==> src/rtl/draw_arbiter.sv <==
// Framebuffer write-port owner: full-frame raster clear, then round-robin packet arbitration of N pixel sources.
// Optional statistics (drop_count, pkt_count) are built when DRAW_ARB_STATS_EN is defined.
module draw_arbiter #(
  parameter int unsigned NUM_SRC = 2,
  parameter int unsigned XW      = 10,
  parameter int unsigned YW      = 9,
  parameter int unsigned CW      = 1,
  parameter int unsigned H_RES   = 640,
  parameter int unsigned V_RES   = 480
) (
  input  logic                  clk,
  input  logic                  reset,
  input  logic                  clear_req,
  input  logic [CW-1:0]         clear_color,
  input  logic [NUM_SRC-1:0]    src_valid,
  input  logic [NUM_SRC-1:0]    src_last,
  input  logic [NUM_SRC*XW-1:0] src_x,
  input  logic [NUM_SRC*YW-1:0] src_y,
  input  logic [NUM_SRC*CW-1:0] src_color,
  output logic [NUM_SRC-1:0]    src_ready,
  output logic [XW-1:0]         x,
  output logic [YW-1:0]         y,
  output logic [CW-1:0]         pixel_color,
  output logic                  pixel_we,
  output logic                  clearing,
  output logic                  cleared
`ifdef DRAW_ARB_STATS_EN
  ,
  output logic [15:0]           drop_count,
  output logic [NUM_SRC*16-1:0] pkt_count
`endif
);

  localparam int unsigned PW = (NUM_SRC > 1) ? $clog2(NUM_SRC) : 1;

  typedef enum logic [1:0] {CLEAR = 2'd0, IDLE = 2'd1, SERVE = 2'd2} state_t;

  state_t          state, state_d;
  logic [PW-1:0]   grant, grant_d, ptr, ptr_d, pick;
  logic            pend, pend_d, found;
  logic [CW-1:0]   clr_col, clr_col_d, col_d;
  logic [XW-1:0]   cx, cx_d, x_d, gx;
  logic [YW-1:0]   cy, cy_d, y_d, gy;
  logic [CW-1:0]   gc;
  logic            gl, xfer, clip;
  logic            we_d, clearing_d, cleared_d;
  logic [NUM_SRC-1:0] ready_d;

  // Mux the granted source's payload
  always_comb begin
    gx = '0;
    gy = '0;
    gc = '0;
    for (int s = 0; s < NUM_SRC; s++) begin
      if (PW'(s) == grant) begin
        gx = src_x[s*XW +: XW];
        gy = src_y[s*YW +: YW];
        gc = src_color[s*CW +: CW];
      end
    end
  end

  assign gl   = src_last[grant];
  assign xfer = (state == SERVE) && src_valid[grant] && src_ready[grant];
  assign clip = (32'(gx) >= H_RES) || (32'(gy) >= V_RES);

  // First valid source at or above the pointer, wrapping
  always_comb begin
    int unsigned idx;
    logic [PW-1:0] idx_pw;
    pick   = '0;
    found  = 1'b0;
    idx    = 0;
    idx_pw = '0;
    for (int unsigned k = 0; k < NUM_SRC; k++) begin
      idx = 32'(ptr) + k;
      if (idx >= NUM_SRC) idx = idx - NUM_SRC;
      idx_pw = PW'(idx);
      if (!found && src_valid[idx_pw]) begin
        found = 1'b1;
        pick  = idx_pw;
      end
    end
  end

  always_comb begin
    state_d    = state;
    grant_d    = grant;
    ptr_d      = ptr;
    pend_d     = pend;
    clr_col_d  = clr_col;
    cx_d       = '0;
    cy_d       = '0;
    x_d        = x;
    y_d        = y;
    col_d      = pixel_color;
    we_d       = 1'b0;
    clearing_d = 1'b0;
    cleared_d  = 1'b0;
    ready_d    = '0;
    case (state)
      CLEAR: begin
        x_d        = cx;
        y_d        = cy;
        col_d      = clr_col;
        we_d       = 1'b1;
        clearing_d = 1'b1;
        pend_d     = 1'b0;
        if (32'(cx) == H_RES - 1) begin
          if (32'(cy) == V_RES - 1) begin
            cleared_d = 1'b1;
            state_d   = IDLE;
          end else begin
            cy_d = cy + YW'(1);
          end
        end else begin
          cx_d = cx + XW'(1);
          cy_d = cy;
        end
      end
      IDLE: begin
        if (clear_req) begin
          state_d   = CLEAR;
          clr_col_d = clear_color;
        end else if (found) begin
          state_d = SERVE;
          grant_d = pick;
          ready_d = NUM_SRC'(1) << pick;
        end
      end
      SERVE: begin
        ready_d = NUM_SRC'(1) << grant;
        pend_d  = pend | clear_req;
        if (xfer) begin
          // Clipped beats are consumed but leave the write outputs untouched
          if (!clip) begin
            x_d   = gx;
            y_d   = gy;
            col_d = gc;
            we_d  = 1'b1;
          end
          if (gl) begin
            ready_d = '0;
            ptr_d   = (32'(grant) == NUM_SRC - 1) ? '0 : grant + PW'(1);
            if (pend | clear_req) begin
              state_d   = CLEAR;
              clr_col_d = clear_color;
              pend_d    = 1'b0;
            end else begin
              state_d = IDLE;
            end
          end
        end
      end
      default: state_d = CLEAR;
    endcase
  end

  always_ff @(posedge clk) begin
    if (reset) begin
      state       <= CLEAR;
      grant       <= '0;
      ptr         <= '0;
      pend        <= 1'b0;
      clr_col     <= '0;
      cx          <= '0;
      cy          <= '0;
      x           <= '0;
      y           <= '0;
      pixel_color <= '0;
      pixel_we    <= 1'b0;
      src_ready   <= '0;
      clearing    <= 1'b0;
      cleared     <= 1'b0;
    end else begin
      state       <= state_d;
      grant       <= grant_d;
      ptr         <= ptr_d;
      pend        <= pend_d;
      clr_col     <= clr_col_d;
      cx          <= cx_d;
      cy          <= cy_d;
      x           <= x_d;
      y           <= y_d;
      pixel_color <= col_d;
      pixel_we    <= we_d;
      src_ready   <= ready_d;
      clearing    <= clearing_d;
      cleared     <= cleared_d;
    end
  end

`ifdef DRAW_ARB_STATS_EN
  logic [15:0]           drop_d;
  logic [NUM_SRC*16-1:0] pkt_d;

  // Saturating counters, wiped whenever a new clear begins
  always_comb begin
    drop_d = drop_count;
    pkt_d  = pkt_count;
    if (xfer && clip && drop_count != 16'hFFFF) drop_d = drop_count + 16'd1;
    if (xfer && gl) begin
      for (int s = 0; s < NUM_SRC; s++) begin
        if (PW'(s) == grant && pkt_count[s*16 +: 16] != 16'hFFFF)
          pkt_d[s*16 +: 16] = pkt_count[s*16 +: 16] + 16'd1;
      end
    end
    if (state_d == CLEAR && state != CLEAR) begin
      drop_d = '0;
      pkt_d  = '0;
    end
  end

  always_ff @(posedge clk) begin
    if (reset) begin
      drop_count <= '0;
      pkt_count  <= '0;
    end else begin
      drop_count <= drop_d;
      pkt_count  <= pkt_d;
    end
  end
`endif

endmodule

==> config.mk <==
export PLATFORM = sky130hd
export DESIGN_NAME = draw_arbiter
export DESIGN_NICKNAME = d
export VERILOG_FILES = /design/src/rtl/draw_arbiter.sv
export SDC_FILE = /design/constraint.sdc
export NUM_CORES = 1
export LEC_CHECK = 0
export ABC_CLOCK_PERIOD_IN_PS = 2950
export CAP_MARGIN = 25
export CORE_MARGIN = 8
export CORE_UTILIZATION = 48
export DETAILED_ROUTE_END_ITERATION = 6
export GPL_TIMING_DRIVEN = 0
export PLACE_DENSITY = 0.79
export SETUP_SLACK_MARGIN = 0.2
export SLEW_MARGIN = 0
export SYNTH_ARGS = -nofsm -noshare
export SYNTH_HDL_FRONTEND = slang
export SYNTH_SLANG_ARGS = --single-unit
==> constraint.sdc <==
create_clock -name clk -period 2.95 [get_ports clk]
set_input_delay 0.885 -clock clk [delete_from_list [all_inputs] [get_ports clk]]
set_output_delay 0.885 -clock clk [all_outputs]
set_load 0.02 [all_outputs]
==> results of run 1 <==
## cell families after synthesis
| kind of cell | Yosys count |
|---|---|
| fa+ha+maj | 6 |
| compound gates | 52 |
| xor+xnor | 11 |
| simple gates | 127 |
| buf+inv | 27 |
| mux | 43 |
| flops | 50 |
## placed cells by master (no fill, tap or decap), drive strengths merged, types with 2 or more instances in the layout
cell type      Yosys  layout
o21bai             2       2
a311oi             2       2
o21ai              5       5
or3                2       2
dfxtp             50      50
and3               5       5
nor4               3       3
a41oi              3       3
a211o             21      21
nand2             12      12
ha                 6       6
nand2b            27      27
xor2               6       6
clkdlybuf4s50      0      71
nor2b              4       4
nor2              44      44
a21oi             11      11
nor3               5       5
nand3             10      10
inv                7       7
nand4              7       7
mux2i             42      42
xnor2              5       5
nand4b             3       3
buf                5       5
clkbuf            15      22
## flip-flops by register name, summed over array words and instances, names as in the netlist, 2 cells and up
name / count
y: 9
cx: 10
x: 10
cy: 9
src_ready: 2
state: 2
## routing by layer
| metal | wire [um] | global-route usage, % |
|---|---|---|
| met1 | 3330 | 21.9 |
| met2 | 3780 | 32.4 |
| met5 | 0 | 0 |
| met3 | 580 | 4.56 |
| met4 | 111 | 5.23 |
## worst max-delay path: stages
cell and delay (ns):
sky130_fd_sc_hd__clkdlybuf4s50_1 0.48, sky130_fd_sc_hd__and3_1 0.17, sky130_fd_sc_hd__nand3_1 0.12, sky130_fd_sc_hd__a41oi_1 0.33, sky130_fd_sc_hd__buf_2 0.36, sky130_fd_sc_hd__mux2i_1 0.23
## area by class of cell
class                   instances  area [um^2]
repair buffers                 71          711
clock buffers                   7         76.3
well taps                      72         90.1
fillers                       504         1900
flip-flops and latches         50         1000
plain buffers                  20         80.1
multi-input cells             239         1650
inverters                       7         26.3
## metrics by stage
| step | utilization (%) | area [um^2] | total power [W] |
|---|---|---|---|
| floorplan | - | 2760 | 0.000747 |
| global placement | 64.3 | 3560 | 0.000833 |
| detailed placement | 64.3 | 3560 | 0.000835 |
| CTS | 65.7 | 3640 | 0.00121 |
| global route | 65.7 | 3640 | 0.00125 |
| finish | 65.7 | 3640 | 0.00120 |
## worst min-delay path by stage
stage	depth (start not counted)	endpoint	slack, ns
6_report	2	x[1]	0.48
5_1_grt	2	y[7]	0.51
4_1_cts	2	x[6]	0.49
3_5_place_dp	2	x[6]	0.47
3_3_place_gp	2	pend	0.46
2_1_floorplan	1	cx[0]	0.45
## power breakdown
part	leakage (nW)	internal [W]	switching [W]
registers	0.404	0.000681	0.00000753
clock network	0.0383	0.000164	0.000220
logic	0.737	0.0000803	0.0000513
total	1.18	0.000926	0.000279
==> flow_metrics.env, run 1 <==
export IMPL_floorplan_die_height_um=91.8
export IMPL_grt_max_degree=14
export IMPL_sink_count_of_the_clock_tree=50
export IMPL_yosysUniqueCellTypes=40
export IMPL_post_route_period_util_pct=79.9
export IMPL_number_of_enable_type_register_cells_in_the_synthesized_netlist=0
export IMPL_cts_tree="built"
export IMPL_grt_pass1_wl_um=13000
export IMPL_finalHoldWorstSlack_ns=0.481
export IMPL_cts_hold_buffers=0
export IMPL_power_per_cell_area_nw_per_um2=331
export IMPL_mappedNetlistNets=370
export IMPL_syn_instance_count=316
export IMPL_regToRegEndpoint="state[0]"
export IMPL_grt_ovfl_total=0
export IMPL_synth_largest_type_area_fraction_pct=36.3
export IMPL_synth_top_cells_by_area="sky130_fd_sc_hd__dfxtp_1 (36%), sky130_fd_sc_hd__mux2i_1 (15%), sky130_fd_sc_hd__a211o_1 (6.7%)"
export IMPL_floorplan_rows=27
export IMPL_antenna_found_initial=0
export IMPL_finalSetupTns_ns=0
export IMPL_synth_xor_area_share_pct=3.49
export IMPL_insertedDiodeCount=0
export IMPL_holdCritStartpoint="x[1]"
export IMPL_overall_global_routing_resource_usage_pct=18.5
export IMPL_post_synth_instance_area_um2=2760
export IMPL_synth_simple_gate_area_share_pct=23.8
export IMPL_place_gp_congestion=0.942
export IMPL_post_place_cells=459
export IMPL_timing_reg2reg_worst_path_depth=5
export IMPL_worst_path_max_fanout=10
export IMPL_worst_ep_arrival_time_ns=2.58
export IMPL_setup_worst_path_end="x[8]"
export IMPL_clockBufferDepth=2
export IMPL_cts_root_buffer="sky130_fd_sc_hd__clkbuf_8"
export IMPL_number_of_clock_buffers_inserted_by_tritoncts=5
export IMPL_timing_worst_slew_pin_value_ns=0.571
export IMPL_synth_ff_type="sky130_fd_sc_hd__dfxtp_1"
export IMPL_cap_violations=0
export IMPL_muxShareOfSynthArea_pct=15.8
export IMPL_yosys_area_top_type="sky130_fd_sc_hd__dfxtp_1"
export IMPL_cts_htree_levels=2
export IMPL_setup_worst_path_start_class="input pin"
export IMPL_cp_startpoint="src_y[17]"
export IMPL_drtPass1Iterations=4
export IMPL_timing_reg2reg_setup_slack_ns=0.65
export IMPL_boundary_pin_count=73
export IMPL_syn2layout_area_growth_pct=31.8
export IMPL_synth_top_family_by_area="simple AND/OR/NAND/NOR gates"
export IMPL_max_clk_rate_mhz=424
export IMPL_run_status="finished, final reports clean"
export IMPL_vdd_drop_max_mv=0.254
export IMPL_die_area_um2=8430
export IMPL_ctsResizeCount=0
export IMPL_detail_route_wl_per_cell_um=16.7
export IMPL_rsz0062_at_grt="no"
export IMPL_initial_core_util_pct=49.8
export IMPL_crit_path_end_kind="flip-flop"
export IMPL_launching_point_of_the_worst_reg2reg_path="cx[0]"
export IMPL_fin_ws_ns=0.593
export IMPL_report_final_slew_viol_count=0
export IMPL_netlist_top_cells_count="sky130_fd_sc_hd__dfxtp_1 (50), sky130_fd_sc_hd__nor2_1 (44), sky130_fd_sc_hd__mux2i_1 (42)"
export IMPL_synthesis_warning_total=0
export IMPL_wl_um=7800
export IMPL_dpl_wire_length_um=6060
export IMPL_critPathKind="in2reg"
export IMPL_final_hold_violation_count=0
export IMPL_vias=2661
export IMPL_route_detailed_drc=0
export IMPL_final_layout_size_suffix_gt1_share_pct=3.55
export IMPL_static_leakage_power_nw=1.18
export IMPL_die_width_um=91.8
export IMPL_yosys_area_share_adder_pct=2.72
export IMPL_critical_path_required_ns=3.18
export IMPL_finalNetCount=448
export IMPL_numPortBuffers=71
export IMPL_drt_first_iter_violations=176
export IMPL_seq_area_frac_synth_pct=36.3
export IMPL_avgViaCountPerCell=5.71
export IMPL_avgSynthCellArea_um2=8.73
export IMPL_drt_antenna_violating_nets=0
export IMPL_finClkSkew_ns=0.00258
export IMPL_slew_headroom_pct=61.6
export IMPL_number_of_global_route_vias_before_repair=2729
export IMPL_min_delay_path_class="reg2reg"
export IMPL_synth_compound_gate_area_share_pct=14.1
export IMPL_ys_seq_elements=50
export IMPL_setup_violations=0
export IMPL_clk_transition_reported_paths_ns=0.09
export IMPL_synth_async_sr_flop_share_pct=0
export IMPL_clk_insertion_delay_late_ns=0.29
export IMPL_postCtsSetupRepairBufs=0
export IMPL_post_synth_top_count_cell="sky130_fd_sc_hd__dfxtp_1"
export IMPL_core_area_um2=5540
export IMPL_pre_cts_slack_ns=0.299
export IMPL_finalWorstPathRequiredPeriod_ns=2.36
export IMPL_instances_no_fill=466
Note: power is estimated with default switching activity, not from simulation.
==> run 2, diff against run 1 <==
- ABC_CLOCK_PERIOD_IN_PS: 2950 -> 2100
- CORE_UTILIZATION: 48 -> 44
- PLACE_DENSITY: 0.79 -> 0.76
- clock period: 2.95 -> 2.1 ns (I/O delays scaled with it)
==> flow_metrics.env, run 2 (same netlist as run 1, synthesis figures left out) <==
export IMPL_run_status="finished, final reports clean"
export IMPL_drtPass1Iterations=5
export IMPL_cts_root_buffer="sky130_fd_sc_hd__clkbuf_8"
export IMPL_layout_cells_most_common="sky130_fd_sc_hd__nor2_1"
export IMPL_setup_violations=0
export IMPL_reg_top3="cx: 10 flops, x: 10 flops"
export IMPL_crit_path_end_kind="flip-flop"
export IMPL_clk_insertion_delay_late_ns=0.31
export IMPL_finalWorstPathRequiredPeriod_ns=1.95
export IMPL_most_common_layout_cells="sky130_fd_sc_hd__nor2_1 (44), sky130_fd_sc_hd__mux2i_1 (42), sky130_fd_sc_hd__dfxtp_1 (38)"
export IMPL_finalInstanceArea_um2=3980
export IMPL_route_detailed_drc=0
export IMPL_holdCritStartpoint="x[9]"
export IMPL_drt_first_iter_violations=139
export IMPL_setup_worst_path_end="state[0]"
export IMPL_worst_path_max_fanout=3
export IMPL_cts_htree_levels=2
export IMPL_cp_startpoint="src_last[1]"
export IMPL_rsz0062_at_grt="yes"
export IMPL_floorplan_rows=29
export IMPL_regToRegEndpoint="cy[5]"
export IMPL_power_w=0.00176
export IMPL_die_width_um=95.2
export IMPL_wl_um=8490
export IMPL_boundary_pin_count=73
export IMPL_detail_route_wl_per_cell_um=17.2
export IMPL_die_area_um2=9060
export IMPL_critical_path_required_ns=2.30
export IMPL_post_route_period_util_pct=92.6
export IMPL_grt_pass1_wl_um=13200
export IMPL_pwr_share_seq_pct=54.6
export IMPL_utilization_pct=64.2
export IMPL_syn2layout_area_growth_pct=44.2
export IMPL_min_path_cells=2
export IMPL_numPortBuffers=71
export IMPL_setup_worst_path_start_class="input pin"
export IMPL_timing_reg2reg_worst_path_depth=6
export IMPL_launching_point_of_the_worst_reg2reg_path="cx[9]"
export IMPL_power_frac_clock_pct=34.0
export IMPL_final_hold_violation_count=0
export IMPL_place_gp_congestion=0.926
export IMPL_grt_ovfl_total=0
export IMPL_worst_ep_arrival_time_ns=2.14
export IMPL_cts_tree="built"
export IMPL_final_layout_size_suffix_gt1_share_pct=15.4
export IMPL_finalSetupTns_ns=0
export IMPL_critPathKind="in2reg"
export IMPL_postPlaceCellArea_um2=3580
export IMPL_fillerInstances=532
export IMPL_floorplan_die_height_um=95.2
export IMPL_slew_headroom_pct=62.1
export IMPL_grt_max_degree=15
export IMPL_static_leakage_power_nw=1.62
export IMPL_report_final_slew_viol_count=0
export IMPL_dpl_wire_length_um=6000
export IMPL_clk_transition_reported_paths_ns=0.09
export IMPL_max_clk_rate_mhz=514
export IMPL_number_of_global_route_vias_before_repair=2705
export IMPL_finalNetCount=469
export IMPL_vias=2730
export IMPL_min_delay_path_class="reg2reg"
export IMPL_core_area_um2=6200
export IMPL_number_of_clock_buffers_inserted_by_tritoncts=5
export IMPL_drt_antenna_violating_nets=0
export IMPL_timing_reg2reg_setup_slack_ns=0.17
export IMPL_power_per_cell_area_nw_per_um2=441
export IMPL_finalHoldWorstSlack_ns=0.478
export IMPL_cap_violations=0
export IMPL_power_frac_comb_pct=11.3
export IMPL_overall_global_routing_resource_usage_pct=18.2
export IMPL_antenna_found_initial=0
export IMPL_initial_core_util_pct=44.5
export IMPL_sink_count_of_the_clock_tree=50
export IMPL_avgViaCountPerCell=5.53
export IMPL_power_switching_w=0.000420
export IMPL_vdd_drop_max_mv=0.281
export IMPL_switching_portion_of_total_power_pct=23.9
export IMPL_timing_worst_slew_pin_value_ns=0.564
export IMPL_finClkSkew_ns=0.00788
export IMPL_clockBufferDepth=2
export IMPL_power_internal_w=0.00134
run 2: cell count changes in the layout (fill, tap and decap cells not counted), moves of 4 or more:
| cell | change |
|---|---|
| sky130_fd_sc_hd__clkbuf_1 | -6 |
| sky130_fd_sc_hd__dfxtp_1 | -12 |
| sky130_fd_sc_hd__dlygate4sd2_1 | +20 |
| sky130_fd_sc_hd__dlymetal6s2s_1 | +14 |
| sky130_fd_sc_hd__dfxtp_4 | +8 |
| sky130_fd_sc_hd__buf_4 | +20 |
| sky130_fd_sc_hd__clkdlybuf4s50_1 | -34 |
| sky130_fd_sc_hd__dfxtp_2 | +4 |
run 2: routing by layer:
layer	track usage [%]	routed length, um	vias up
met1	21.5	3650	1299
li1	-	-	1323
met5	0	0	-
met3	4.80	507	16
met4	6.63	187	0
met2	30.8	4150	92
run 2: power by group through the flow:
stage / Sequential (W) / Clock [W] / Combinational (W)
after global placement: 0.000991 / 0 / 0.000182
after CTS: 0.000962 / 0.000606 / 0.000192
final: 0.000959 / 0.000597 / 0.000199
after detailed placement: 0.000991 / 0 / 0.000184
after floorplan: 0.000994 / 0 / 0.0000565
after global routing: 0.000961 / 0.000648 / 0.000215
run 2: cell type report:
type,count,area [um^2],area share [%]
clock inverter,1,5.00,0.126
buffer,20,108,2.70
sequential,50,1040,26.0
inverter,7,26.3,0.660
clock buffer,7,86.3,2.17
tap,77,96.3,2.42
timing repair buffer,92,890,22.3
multi-input combinational,239,1730,43.5
antenna,1,2.50,0.0629
run 2: worst max-delay path, stage by stage:
cell	delay [ns]
sky130_fd_sc_hd__clkdlybuf4s50_1	0.51
sky130_fd_sc_hd__nand4_1	0.17
sky130_fd_sc_hd__and3_4	0.21
sky130_fd_sc_hd__a211o_1	0.31
sky130_fd_sc_hd__mux2_4	0.30
run 2: worst min path at each step:
stage                     endpoint  slack, ns
final                         x[9]       0.48
after CTS                     x[9]       0.48
after global routing          x[6]       0.51
after global placement        pend       0.46
after floorplan              cx[0]       0.43
after detailed placement      x[9]       0.47
run 2: timing repair:
action / CTS / global route
hold buffers: 0 / 0
pin swaps: 2 / 11
resized for setup: 49 / 41
buffers inserted: 13 / 6
cloned: 2 / 0
endpoints found under the setup margin: 43 / 38
run 2: through the flow:
stage,std cells,setup slack (ns)
CTS,487,0.181
global route,493,0.0452
global placement,464,-0.319
detailed placement,464,-0.366
floorplan,316,0.204
finish,494,0.155
==> run 3, diff against run 2 <==
- GPL_TIMING_DRIVEN: 0 -> 1
==> flow_metrics.env, run 3 (same netlist as run 1, synthesis figures left out) <==
export IMPL_timing_worst_slew_pin_value_ns=0.398
export IMPL_grt_pass1_wl_um=12900
export IMPL_timing_reg2reg_worst_path_depth=5
export IMPL_finalHoldWorstSlack_ns=0.477
export IMPL_initial_core_util_pct=44.5
export IMPL_overall_global_routing_resource_usage_pct=17.9
export IMPL_floorplan_rows=29
export IMPL_most_common_layout_cells="sky130_fd_sc_hd__nor2_1 (44), sky130_fd_sc_hd__dfxtp_1 (44), sky130_fd_sc_hd__mux2i_1 (42)"
export IMPL_cp_startpoint="cy[1]"
export IMPL_postPlaceCellArea_um2=3780
export IMPL_utilization_pct=66.6
export IMPL_switching_portion_of_total_power_pct=23.5
export IMPL_finalInstanceArea_um2=4140
export IMPL_sink_count_of_the_clock_tree=50
export IMPL_path_cells="ha_1 > nand4_1 > or4_4 > a211o_1 > mux2_4"
export IMPL_boundary_pin_count=73
export IMPL_vdd_drop_max_mv=0.253
export IMPL_vias=2711
export IMPL_dpl_wire_length_um=6040
export IMPL_clk_insertion_delay_late_ns=0.30
export IMPL_final_hold_violation_count=0
export IMPL_holdCritStartpoint="y[1]"
export IMPL_regToRegEndpoint="state[0]"
export IMPL_launching_point_of_the_worst_reg2reg_path="cy[1]"
export IMPL_grt_max_degree=37
export IMPL_detail_route_wl_per_cell_um=16.8
export IMPL_critical_path_required_ns=2.30
export IMPL_drt_first_iter_violations=140
export IMPL_cap_violations=0
export IMPL_max_clk_rate_mhz=507
export IMPL_report_final_slew_viol_count=0
export IMPL_critPathKind="reg2reg"
export IMPL_slew_headroom_pct=73.2
export IMPL_finalNetCount=475
export IMPL_number_of_clock_buffers_inserted_by_tritoncts=5
export IMPL_numPortBuffers=72
export IMPL_grt_ovfl_total=0
export IMPL_min_delay_path_class="reg2reg"
export IMPL_drtPass1Iterations=4
export IMPL_power_switching_w=0.000405
export IMPL_static_leakage_power_nw=1.71
export IMPL_cts_tree="built"
export IMPL_worst_path_max_fanout=2
export IMPL_timing_reg2reg_setup_slack_ns=0.13
export IMPL_worst_ep_arrival_time_ns=2.17
export IMPL_antenna_found_initial=0
export IMPL_setup_worst_path_end="state[0]"
export IMPL_cts_root_buffer="sky130_fd_sc_hd__clkbuf_8"
export IMPL_power_frac_comb_pct=12.2
export IMPL_drt_antenna_violating_nets=0
export IMPL_power_frac_clock_pct=31.7
export IMPL_pwr_share_seq_pct=56.2
export IMPL_finalWorstPathRequiredPeriod_ns=1.97
export IMPL_wl_um=8370
export IMPL_rsz0062_at_grt="yes"
export IMPL_crit_slowest_cell="sky130_fd_sc_hd__or4_4"
export IMPL_crit_path_end_kind="flip-flop"
export IMPL_clockBufferDepth=2
export IMPL_core_area_um2=6200
export IMPL_run_status="finished, final reports clean"
export IMPL_route_detailed_drc=0
export IMPL_syn2layout_area_growth_pct=49.8
export IMPL_post_route_period_util_pct=93.9
export IMPL_finClkSkew_ns=0.00567
export IMPL_floorplan_die_height_um=95.2
export IMPL_setup_worst_path_start_class="flip-flop"
export IMPL_final_layout_size_suffix_gt1_share_pct=17.3
export IMPL_clk_transition_reported_paths_ns=0.09
export IMPL_insertedDiodeCount=0
export IMPL_die_width_um=95.2
export IMPL_reg_top3="cx: 10 flops, x: 10 flops"
export IMPL_avgViaCountPerCell=5.44
export IMPL_power_per_cell_area_nw_per_um2=416
export IMPL_die_area_um2=9060
export IMPL_cts_htree_levels=2
export IMPL_fillerInstances=502
export IMPL_power_internal_w=0.00132
export IMPL_worst_path_max_stage_delay_ns=0.53
export IMPL_number_of_global_route_vias_before_repair=2692
export IMPL_setup_violations=0
export IMPL_place_gp_congestion=0.845
==> run 3: cell count changes in the layout (fill, tap and decap cells not counted), moves of 3 or more <==
cell                             before  now
sky130_fd_sc_hd__buf_12               0    3
sky130_fd_sc_hd__buf_2                3    0
sky130_fd_sc_hd__buf_4               20   35
sky130_fd_sc_hd__clkbuf_1            11    1
sky130_fd_sc_hd__dfxtp_1             38   44
sky130_fd_sc_hd__dfxtp_4              8    1
sky130_fd_sc_hd__dlymetal6s2s_1      14   17
==> run 3: worst min-delay path by stage <==
stage	end	slack [ns]	cells after the start
finish	y[1]	0.48	2
global route	x[2]	0.50	2
CTS	x[9]	0.48	2
detailed placement	x[9]	0.47	2
global placement	y[3]	0.46	2
floorplan	cx[0]	0.43	1
==> run 3: per-stage QoR <==
stage | total power [W] | setup TNS, ns | worst slack, ns | instances
after floorplan | 0.00105 | 0 | 0.204 | 316
after global placement | 0.00119 | -1.53 | -0.0927 | 476
after detailed placement | 0.00120 | -2.57 | -0.153 | 476
after CTS | 0.00173 | 0 | 0.162 | 491
after global routing | 0.00178 | 0 | 0.0604 | 498
final | 0.00172 | 0 | 0.129 | 498
==> run 3: cell type report <==
class	count	area (um^2)	share of cell area [%]
clock buffer	6	72.6	1.75
clock inverter	1	7.51	0.182
inverter	7	26.3	0.635
multi-input combinational	239	1720	41.7
sequential	50	1010	24.4
tap	77	96.3	2.33
timing repair buffer	118	1200	29.0
==> run 3: power by group through the flow <==
stage | clock network (W) | logic [W] | registers (W)
floorplan | 0 | 0.0000565 | 0.000994
global route | 0.000589 | 0.000227 | 0.000968
detailed placement | 0 | 0.000207 | 0.000989
global placement | 0 | 0.000204 | 0.000989
finish | 0.000545 | 0.000209 | 0.000967
CTS | 0.000551 | 0.000209 | 0.000966
==> run 3: metal layers <==
metal / wire length, um / vias up / GRT usage (%)
met1: 3460 / 1274 / 21.1
met3: 554 / 14 / 4.88
met5: 0 / - / 0
met4: 170 / 0 / 5.85
met2: 4190 / 93 / 30.6
li1: - / 1330 / -
==> run 3: repair_timing <==
action	CTS	global route
hold buffers	0	0
pin swaps	6	7
setup endpoints to repair	35	38
buffers inserted	6	6
gates resized for setup	29	30
gates cloned	2	1
==> run 3: worst max-delay path: cells and delay by family (launching register included) <==
kind / cells / cell delay [ns]
compound gates: 1 / 0.34
fa+ha+maj: 1 / 0.19
flops: 1 / 0.35
mux: 1 / 0.30
simple gates: 2 / 0.69
